**src/rtl/load_input_control_pkg.sv**
```systemverilog
// Shared definitions for the input-load and output-store control blocks:
// FSM state encoding and the tiling-related size derivations.
package load_input_control_pkg;

    typedef enum logic [1:0] {
        ST_IDLE  = 2'd0,
        ST_FEED  = 2'd1,
        ST_DRAIN = 2'd2
    } state_t;

    function automatic int num_submats(input int max_dim, input int arr_dim);
        return max_dim / arr_dim;
    endfunction

    // Step counter must reach rows-1 + cols-1 for a full array.
    function automatic int step_width(input int arr_rows, input int arr_cols);
        return $clog2(arr_rows + arr_cols);
    endfunction

    localparam int DEF_MAX_OUT_ROWS  = 128;
    localparam int DEF_MAX_OUT_COLS  = 128;
    localparam int DEF_SYS_ARR_ROWS  = 16;
    localparam int DEF_SYS_ARR_COLS  = 16;
    localparam int DEF_NUM_SUBMATS_M = num_submats(DEF_MAX_OUT_ROWS, DEF_SYS_ARR_ROWS);
    localparam int DEF_NUM_SUBMATS_N = num_submats(DEF_MAX_OUT_COLS, DEF_SYS_ARR_COLS);
    localparam int DEF_STEP_W        = step_width(DEF_SYS_ARR_ROWS, DEF_SYS_ARR_COLS);

endpackage

```
**src/rtl/load_input_control_skew_addr_gen.sv**
```systemverilog
// Combinational diagonal-skew read generator: column c reads row (step - c)
// of the submatrix while that row index lies inside the latched tile.
module skew_addr_gen
    import load_input_control_pkg::*;
#(
    parameter int SYS_ARR_ROWS = 16,
    parameter int SYS_ARR_COLS = 16,
    parameter int ADDR_WIDTH   = 8,
    parameter int STEP_W       = 5
) (
    input  logic [STEP_W-1:0]                    step,
    input  logic [ADDR_WIDTH-1:0]                base,
    input  logic [$clog2(SYS_ARR_ROWS)-1:0]      r_max,
    input  logic [$clog2(SYS_ARR_COLS)-1:0]      c_max,
    output logic [SYS_ARR_COLS-1:0]              en,
    output logic [SYS_ARR_COLS*ADDR_WIDTH-1:0]   addr
);

    for (genvar c = 0; c < SYS_ARR_COLS; c++) begin : g_col
        localparam logic [STEP_W:0] COL = (STEP_W+1)'(c);
        logic [STEP_W:0] diff;

        assign diff  = {1'b0, step} - COL;
        assign en[c] = ({1'b0, step} >= COL)
                    && (COL  <= (STEP_W+1)'(c_max))
                    && (diff <= (STEP_W+1)'(r_max));
        // Address wraps silently at ADDR_WIDTH bits.
        assign addr[c*ADDR_WIDTH +: ADDR_WIDTH] = en[c] ? base + ADDR_WIDTH'(diff) : '0;
    end

endmodule

```
**src/rtl/load_input_control.sv**
```systemverilog
// Fetches one input submatrix from the per-column banks into the systolic
// array with a diagonal skew; all bank-facing outputs are registered.
module load_input_control
    import load_input_control_pkg::*;
#(
    parameter int  MAX_OUT_ROWS  = 128,
    parameter int  MAX_OUT_COLS  = 128,
    parameter int  SYS_ARR_ROWS  = 16,
    parameter int  SYS_ARR_COLS  = 16,
    parameter int  ADDR_WIDTH    = 8,
    localparam int NUM_SUBMATS_M = num_submats(MAX_OUT_ROWS, SYS_ARR_ROWS),
    localparam int NUM_SUBMATS_N = num_submats(MAX_OUT_COLS, SYS_ARR_COLS),
    localparam int STEP_W        = step_width(SYS_ARR_ROWS, SYS_ARR_COLS),
    localparam int SMR_W         = $clog2(NUM_SUBMATS_M),
    localparam int SMC_W         = $clog2(NUM_SUBMATS_N),
    localparam int RW            = $clog2(SYS_ARR_ROWS),
    localparam int CW            = $clog2(SYS_ARR_COLS)
) (
    input  logic                                clk,
    input  logic                                reset,
    input  logic                                start,
    output logic                                done,
    input  logic [SMR_W-1:0]                    submat_row_in,
    input  logic [SMC_W-1:0]                    submat_col_in,
    output logic [SMR_W-1:0]                    submat_row_out,
    output logic [SMC_W-1:0]                    submat_col_out,
    input  logic [RW-1:0]                       num_rows_read,
    input  logic [CW-1:0]                       num_cols_read,
    input  logic [ADDR_WIDTH-1:0]               rd_base_addr,
    output logic [SYS_ARR_COLS-1:0]             rd_en,
    output logic [SYS_ARR_COLS*ADDR_WIDTH-1:0]  rd_addr,
    output logic [SYS_ARR_COLS-1:0]             data_valid
);

    state_t                            state, state_next;
    logic [STEP_W-1:0]                 step, step_next, last_step;
    logic [RW-1:0]                     r_q, gen_r;
    logic [CW-1:0]                     c_q, gen_c;
    logic [ADDR_WIDTH-1:0]             base_q, gen_base;
    logic [SYS_ARR_COLS-1:0]           gen_en;
    logic [SYS_ARR_COLS*ADDR_WIDTH-1:0] gen_addr;

    assign done      = (state == ST_IDLE);
    assign last_step = STEP_W'(r_q) + STEP_W'(c_q);

    // The generator sees next-cycle step/parameters so its registered
    // outputs line up with the FEED cycle they belong to.
    always_comb begin
        state_next = state;
        step_next  = step;
        gen_r      = r_q;
        gen_c      = c_q;
        gen_base   = base_q;
        case (state)
            ST_IDLE: begin
                if (start) begin
                    state_next = ST_FEED;
                    step_next  = '0;
                    gen_r      = num_rows_read;
                    gen_c      = num_cols_read;
                    gen_base   = rd_base_addr;
                end
            end
            ST_FEED: begin
                if (step == last_step) state_next = ST_DRAIN;
                else                   step_next  = step + STEP_W'(1);
            end
            ST_DRAIN: state_next = ST_IDLE;
            default:  state_next = ST_IDLE;
        endcase
    end

    skew_addr_gen #(
        .SYS_ARR_ROWS (SYS_ARR_ROWS),
        .SYS_ARR_COLS (SYS_ARR_COLS),
        .ADDR_WIDTH   (ADDR_WIDTH),
        .STEP_W       (STEP_W)
    ) u_skew (
        .step  (step_next),
        .base  (gen_base),
        .r_max (gen_r),
        .c_max (gen_c),
        .en    (gen_en),
        .addr  (gen_addr)
    );

    always_ff @(posedge clk) begin
        if (reset) begin
            state          <= ST_IDLE;
            step           <= '0;
            r_q            <= '0;
            c_q            <= '0;
            base_q         <= '0;
            submat_row_out <= '0;
            submat_col_out <= '0;
            rd_en          <= '0;
            rd_addr        <= '0;
            data_valid     <= '0;
        end else begin
            state  <= state_next;
            step   <= step_next;
            r_q    <= gen_r;
            c_q    <= gen_c;
            base_q <= gen_base;
            if (state == ST_IDLE && start) begin
                submat_row_out <= submat_row_in;
                submat_col_out <= submat_col_in;
            end
            rd_en      <= (state_next == ST_FEED) ? gen_en   : '0;
            rd_addr    <= (state_next == ST_FEED) ? gen_addr : '0;
            data_valid <= rd_en;
        end
    end

endmodule

```
**config.mk**
```make
export PLATFORM = sky130hd
export DESIGN_NAME = load_input_control
export DESIGN_NICKNAME = d
export VERILOG_FILES = /design/src/rtl/load_input_control_pkg.sv /design/src/rtl/load_input_control_skew_addr_gen.sv /design/src/rtl/load_input_control.sv
export SDC_FILE = /design/constraint.sdc
export NUM_CORES = 1
export LEC_CHECK = 0
export CAP_MARGIN = 20
export CORE_MARGIN = 2
export CORE_UTILIZATION = 40
export DETAILED_ROUTE_END_ITERATION = 6
export PLACE_DENSITY = 0.61
export SETUP_SLACK_MARGIN = 0.02
export SYNTH_ARGS = -nofsm -noshare
export SYNTH_HDL_FRONTEND = slang
export SYNTH_SLANG_ARGS = --single-unit
export TNS_END_PERCENT = 50
```
**constraint.sdc**
```tcl
create_clock -name clk -period 6.1 [get_ports clk]
set_input_delay 1.22 -clock clk [delete_from_list [all_inputs] [get_ports clk]]
set_output_delay 1.22 -clock clk [all_outputs]
set_load 0.02 [all_outputs]
```
==> results.toml, run 1 <==
[status]
run_status = "completed"

[detailed_routing]
num_vias = 8655
route.detailed.drc = 0
wl_per_cell_um = 18.2
ant_nets = 0
drt-total-wl_um = 30600
drtIter0Drc = 527
firstDrtPassIters = 5
viasPerCell = 5.15

[job]
cap_violations = 0

[place]
place_congestion = 0.936
portBuffers = 191
placed_cells = 1648
dp_hpwl_um = 23100
post-place-ws_ps = 575

[worst_setup_path]
worstSetupEndpointType = "register"
r2r_start = "c_q[0]$_SDFF_PP0_"
ff2ff_path_depth = 20
worst_ep_arrival_time_ps = 5590
reg2reg_to = "rd_addr[13]$_SDFF_PP0_"
critPathRequiredTime_ps = 6460
crit_type = "reg2reg"
crit_path_end = "rd_addr[13]$_SDFF_PP0_"
r2r_setup_slack_ps = 870
cp-startpoint = "c_q[0]$_SDFF_PP0_"
startpoint_type = "register"
path_max_fanout = 9

[pwr]
pwr-share-seq = 0.326
clock_power_share = 0.285
power_density_nw_per_um2 = 301
cell_internal_pwr_uw = 2470
irDropWorstVdd_mv = 0.157
switching_share = 0.371
p_comb_frac = 0.389
p_leak_uw = 0.00563
p_sw_uw = 1460

[cells_and_area]
final_common_cell = "clkdlybuf4s50_1"
instances_no_fill = 1680
regArea_um2 = 3780
final_util = 0.523
multi_input_area_um2 = 5880
fillCellCount = 2411
finalNetCount = 1485
final_cell_mix = "190 x clkdlybuf4s50_1, 189 x dfxtp_1, 120 x nor2_1, 118 x ha_1, 85 x a21oi_1"
diodes = 0
drive_gt1_frac = 0.0585
area_delta_synth_final_pct = 29.3

[sta]
fin_skew_ps = 19.4
maxSlewHeadroom = 0.344
holdWs_ps = 455
finalSetupViolations = 0
period_needed_ps = 5230
finalSetupTns_ps = 0
rsz0062_at_grt = "no"
timing.final.ws_setup_ps = 867
slew_violations = 0
worst_slew_pin_slew_ps = 956
fmax_mhz = 191
fin_crit_sh = 0.858
final_hold_viol_count = 0

[clock_network]
clk_pin_slew_ps = 70
cts_tree = "done"
holdBufCountCts = 0
cts-root-buf = "clkbuf_16"
cts_resized = 0
htree_levels = 4
insertion_delay_ps = 440
clock_path_buffers = 2
cts_inserted_buffers = 17
cts_num_sinks = 189
post-cts-setup-buffers = 0

[floorplanning]
die_area_um2 = 26500
num_io_pins = 192
initial_core_util = 0.404
fp.dieH_um = 163
core_area_um2 = 25000
rows = 58
die_w_um = 163

[grt]
grt_pass1_vias = 8315
grt-ovfl-total = 0
grt_use_total = 0.232
grt_pass1_wl_um = 46800
grt_max_degree = 45
antenna_found_initial = 0

[synthesis]
synth_cell_type_count = 65
ys_warn_count = 0
syn_inst = 1135
syn_area_um2 = 10100
yosysSeqAreaShare = 0.375
ys_ff_latch = 189
synth_ff_type = "dfxtp_1"
synth.net_count = 1283
syn_area_per_cell_um2 = 8.89
synth_edf_count = 0
synth_async_sr_flop_share = 0

[hold_path]
hp-class = "reg2reg"
[registers in the layout (all words and copies together), names as in the netlist, 4 cells and up]
signal	flops
base_q	8
rd_addr	128
rd_en	16
c_q	4
r_q	4
step	5
data_valid	16
[layer usage]
metal,track usage,vias up,part of all wire
met5,0,-,0
li1,-,4315,-
met3,0.0397,33,0.058
met2,0.372,262,0.45
met1,0.320,4045,0.47
met4,0.0692,0,0.020
[cells by family after synthesis]
logic type,synth area share
flip-flops,0.375
AND/OR/NAND/NOR,0.176
adder cells (fa/ha/maj),0.156
XOR/XNOR,0.0816
buffers and inverters,0.0440
multiplexers,0.0172
AO/OA/AOI/OAI,0.150
[metrics by stage]
stage | power, uW | instance area, um2
floorplan | 2400 | 10100
global placement | 2820 | 12500
detailed placement | 2820 | 12500
CTS | 3950 | 13000
global route | 4180 | 13000
finish | 3930 | 13000
[how the worst min path moves through the flow]
stage	from	end	slack, ps	cells past startpoint
detailed placement	submat_col_out[0]$_SDFFE_PP0P_	submat_col_out[0]$_SDFFE_PP0P_	450	2
floorplan	base_q[0]$_SDFF_PP0_	base_q[0]$_SDFF_PP0_	440	2
global placement	submat_row_out[2]$_SDFFE_PP0P_	submat_row_out[2]$_SDFFE_PP0P_	440	2
global route	rd_en[5]$_SDFF_PP0_	data_valid[5]$_SDFF_PP0_	470	1
CTS	submat_col_out[0]$_SDFFE_PP0P_	submat_col_out[0]$_SDFFE_PP0P_	460	2
finish	submat_col_out[0]$_SDFFE_PP0P_	submat_col_out[0]$_SDFFE_PP0P_	450	2
[cells in the mapped netlist, types with 4 or more instances]
| cell | count | area share |
|---|---|---|
| nor2_1 | 120 | 0.045 |
| xor2_1 | 12 | 0.010 |
| nand4_1 | 7 | 0.0043 |
| nor2b_1 | 40 | 0.025 |
| a21oi_1 | 85 | 0.042 |
| o21a_1 | 13 | 0.0097 |
| or3_1 | 6 | 0.0037 |
| o21bai_1 | 11 | 0.0082 |
| and3_1 | 11 | 0.0068 |
| a21o_1 | 44 | 0.033 |
| nor4_1 | 16 | 0.0099 |
| dfxtp_1 | 189 | 0.37 |
| buf_2 | 7 | 0.0035 |
| nand2_1 | 73 | 0.027 |
| nand2b_1 | 6 | 0.0037 |
| a31oi_1 | 5 | 0.0031 |
| inv_1 | 75 | 0.028 |
| or4_1 | 5 | 0.0037 |
| xnor2_1 | 82 | 0.071 |
| a211oi_1 | 5 | 0.0037 |
| o21ai_0 | 40 | 0.020 |
| and2_1 | 6 | 0.0037 |
| o22ai_1 | 4 | 0.0025 |
| nor3_1 | 43 | 0.021 |
| ha_1 | 118 | 0.15 |
| mux2i_1 | 11 | 0.011 |
| nand3_1 | 14 | 0.0069 |
| clkbuf_1 | 22 | 0.0082 |
| fa_1 | 5 | 0.0099 |
[power groups by stage]
stage / clock network (uW) / logic [uW] / registers, uW
after floorplan: 0 / 1080 / 1320
after global placement: 0 / 1510 / 1310
after detailed placement: 0 / 1510 / 1310
after CTS: 1150 / 1520 / 1280
after global routing: 1200 / 1700 / 1280
final: 1120 / 1530 / 1280
[critical path, stage by stage (launching register included)]
cell and delay [ps]:
dfxtp_1 380, ha_1 180, inv_1 50, fa_1 400, xnor2_1 210, xnor2_1 110, and4b_1 340, a211oi_1 410
mux2i_1 300, inv_1 200, buf_4 230, ha_1 230, o21ai_0 220, nand2_1 130, xnor2_1 320, inv_1 110
ha_1 310, and4_1 210, o2111ai_1 110, a2111o_1 470, nor3_1 240
[cell type report]
cell class / count / area share
clock buffer: 20 / 0.0350
clock inverter: 12 / 0.00959
inverter: 77 / 0.0222
multi-input combinational: 835 / 0.451
sequential: 189 / 0.290
tap: 330 / 0.0316
timing repair buffer: 217 / 0.161
(Power assumes the default switching activity.)
==> run 2: changes to the inputs <==
--- a/config.mk
+++ b/config.mk
@@ -6,6 +6,7 @@
 export NUM_CORES = 1
 export LEC_CHECK = 0
 export CAP_MARGIN = 20
+export CORE_ASPECT_RATIO = 1.4
 export CORE_MARGIN = 2
 export CORE_UTILIZATION = 40
 export DETAILED_ROUTE_END_ITERATION = 6
==> run 2 against run 1 <==
  * Flip-flop and latch count did not move
  * Clock skew fell by 2.0 ps
  * Register-to-register slack got worse by 110 ps
  * Core utilization rose by 0.20 points
  * Critical endpoint is now rd_addr[125]$_SDFF_PP0_
  * Setup slack got worse by 110 ps
  * Clock power fell by 4%
  * Routed wire length fell by 1.0%
  * First-iteration DRC count fell by 10%
  * Combinational power barely moved
  * Fmax fell by 2.0%
  * Sequential power barely moved
==> results.toml, run 2 (synthesis gave the netlist of run 1 again) <==
[status]
run_status = "completed"

[clock_network]
insertion_delay_ps = 440
cts-root-buf = "clkbuf_16"
htree_levels = 4
cts_tree = "done"
holdBufCountCts = 0
cts_inserted_buffers = 17
cts_resized = 0
clock_path_buffers = 2
clk_pin_slew_ps = 70
post-cts-setup-buffers = 0
cts_num_sinks = 189

[sta]
fin_skew_ps = 17.4
final_hold_viol_count = 0
slew_violations = 0
period_needed_ps = 5340
finalSetupTns_ps = 0
fmax_mhz = 187
fin_crit_sh = 0.876
worst_slew_pin_slew_ps = 1070
rsz0062_at_grt = "no"
maxSlewHeadroom = 0.276
finalSetupViolations = 0

[pwr]
p_leak_uw = 0.00561
power_density_nw_per_um2 = 298
irDropWorstVdd_mv = 0.199

[worst_setup_path]
cp-startpoint = "c_q[0]$_SDFF_PP0_"
worst_ep_arrival_time_ps = 5710
crit_type = "reg2reg"
critPathBufInv = 2
cpPeakStageDelay_ps = 600
startpoint_type = "register"
r2r_start = "c_q[0]$_SDFF_PP0_"
worstPathCellList = "ha_1, inv_1, fa_1, xnor2_1, xnor2_1, and4b_1, mux2_2, nor2_1, inv_2, ha_1, xnor2_1, ha_1, and2_1, o21a_1, o21ai_0, nand4b_1, or4_1, nor3_2"
worstSetupEndpointType = "register"
path_max_fanout = 13
cp_top_family = "simple AND/OR/NAND/NOR gates"
crit_path_top_delay_cell = "or4_1"
critPathRequiredTime_ps = 6470

[floorplanning]
die_area_um2 = 26500
num_io_pins = 192
fp.dieH_um = 192
initial_core_util = 0.408
die_w_um = 138
rows = 68
core_area_um2 = 24800

[detailed_routing]
wl_per_cell_um = 18.2
route.detailed.drc = 0
num_vias = 8550
viasPerCell = 5.15
drt-total-wl_um = 30300
ant_nets = 0
firstDrtPassIters = 5
drtIter0Drc = 473

[hold_path]
hold_start = "submat_row_out[2]$_SDFFE_PP0P_"
hp-class = "reg2reg"

[cells_and_area]
finalNetCount = 1482
final_common_cell = "clkdlybuf4s50_1"
final_util = 0.525
drive_gt1_frac = 0.0557
reg.largest.list = "rd_addr (128), data_valid (16), rd_en (16)"
regMostFlops = "rd_addr"
final_cell_mix = "190 x clkdlybuf4s50_1, 189 x dfxtp_1, 120 x nor2_1, 118 x ha_1, 85 x a21oi_1"
diodes = 0
area_delta_synth_final_pct = 28.7
largest_reg_flops = 128

[job]
cap_violations = 0

[place]
place_congestion = 0.955
dp_hpwl_um = 22900
portBuffers = 191

[grt]
antenna_found_initial = 0
grt_use_total = 0.229
grt_max_degree = 45
grt_pass1_vias = 8469
grt_pass1_wl_um = 46800
grt-ovfl-total = 0
==> run 2: changes by cell type in the layout (fill, tap and decap cells not counted) <==
| cell | change |
|---|---|
| buf_4 | -3 |
| clkinvlp_4 | -1 |
| inv_6 | -2 |
| clkinv_4 | +3 |
| inv_8 | -2 |
| clkinv_2 | +1 |
==> run 2: path summary, 6_finish.rpt <==
check	endpoint	depth (start not counted)	slack (ps)
setup / recovery	rd_addr[125]$_SDFF_PP0_	18	760
hold / removal	submat_row_out[2]$_SDFFE_PP0P_	2	460
setup reg to reg	rd_addr[125]$_SDFF_PP0_	18	760
hold reg to reg	submat_row_out[2]$_SDFFE_PP0P_	2	460
==> run 2: stage by stage <==
stage	power (uW)	hold slack [ps]	instances	setup WS (ps)	instance area [um2]
2_1_floorplan	2400	444	1135	929	10100
4_1_cts	3890	459	1661	798	13000
6_report	3870	456	1661	758	13000
3_5_place_dp	2800	449	1630	356	12400
3_3_place_gp	2790	443	1630	476	12400
5_1_grt	4120	474	1661	372	13000
==> run 2: power breakdown <==
part / internal [uW] / switching (uW)
Sequential: 1260 / 18.7
Combinational: 604 / 905
Clock: 587 / 490
Total: 2450 / 1410
==> run 2: area by class of cell <==
class                      count  area [um2]
fill                        2316       11800
multi-input combinational    835        5880
sequential                   189        3780
timing repair buffer         214        2080
clock buffer                  20         457
tap                          315         394
inverter                      77         289
clock inverter                11         109
==> run 2: tightest hold or removal path, delay by kind of cell (launching register included) <==
kind             cells  cell delay, ps
AND/OR/NAND/NOR      1              50
flip-flops           1             310
AO/OA/AOI/OAI        1              50
==> run 2: metal layers <==
metal	up-vias	routed length, um	GRT usage
li1	4298	-	-
met1	3958	12800	0.277
met2	247	15200	0.407
met3	47	1440	0.0389
met4	0	845	0.0887
met5	-	0	0
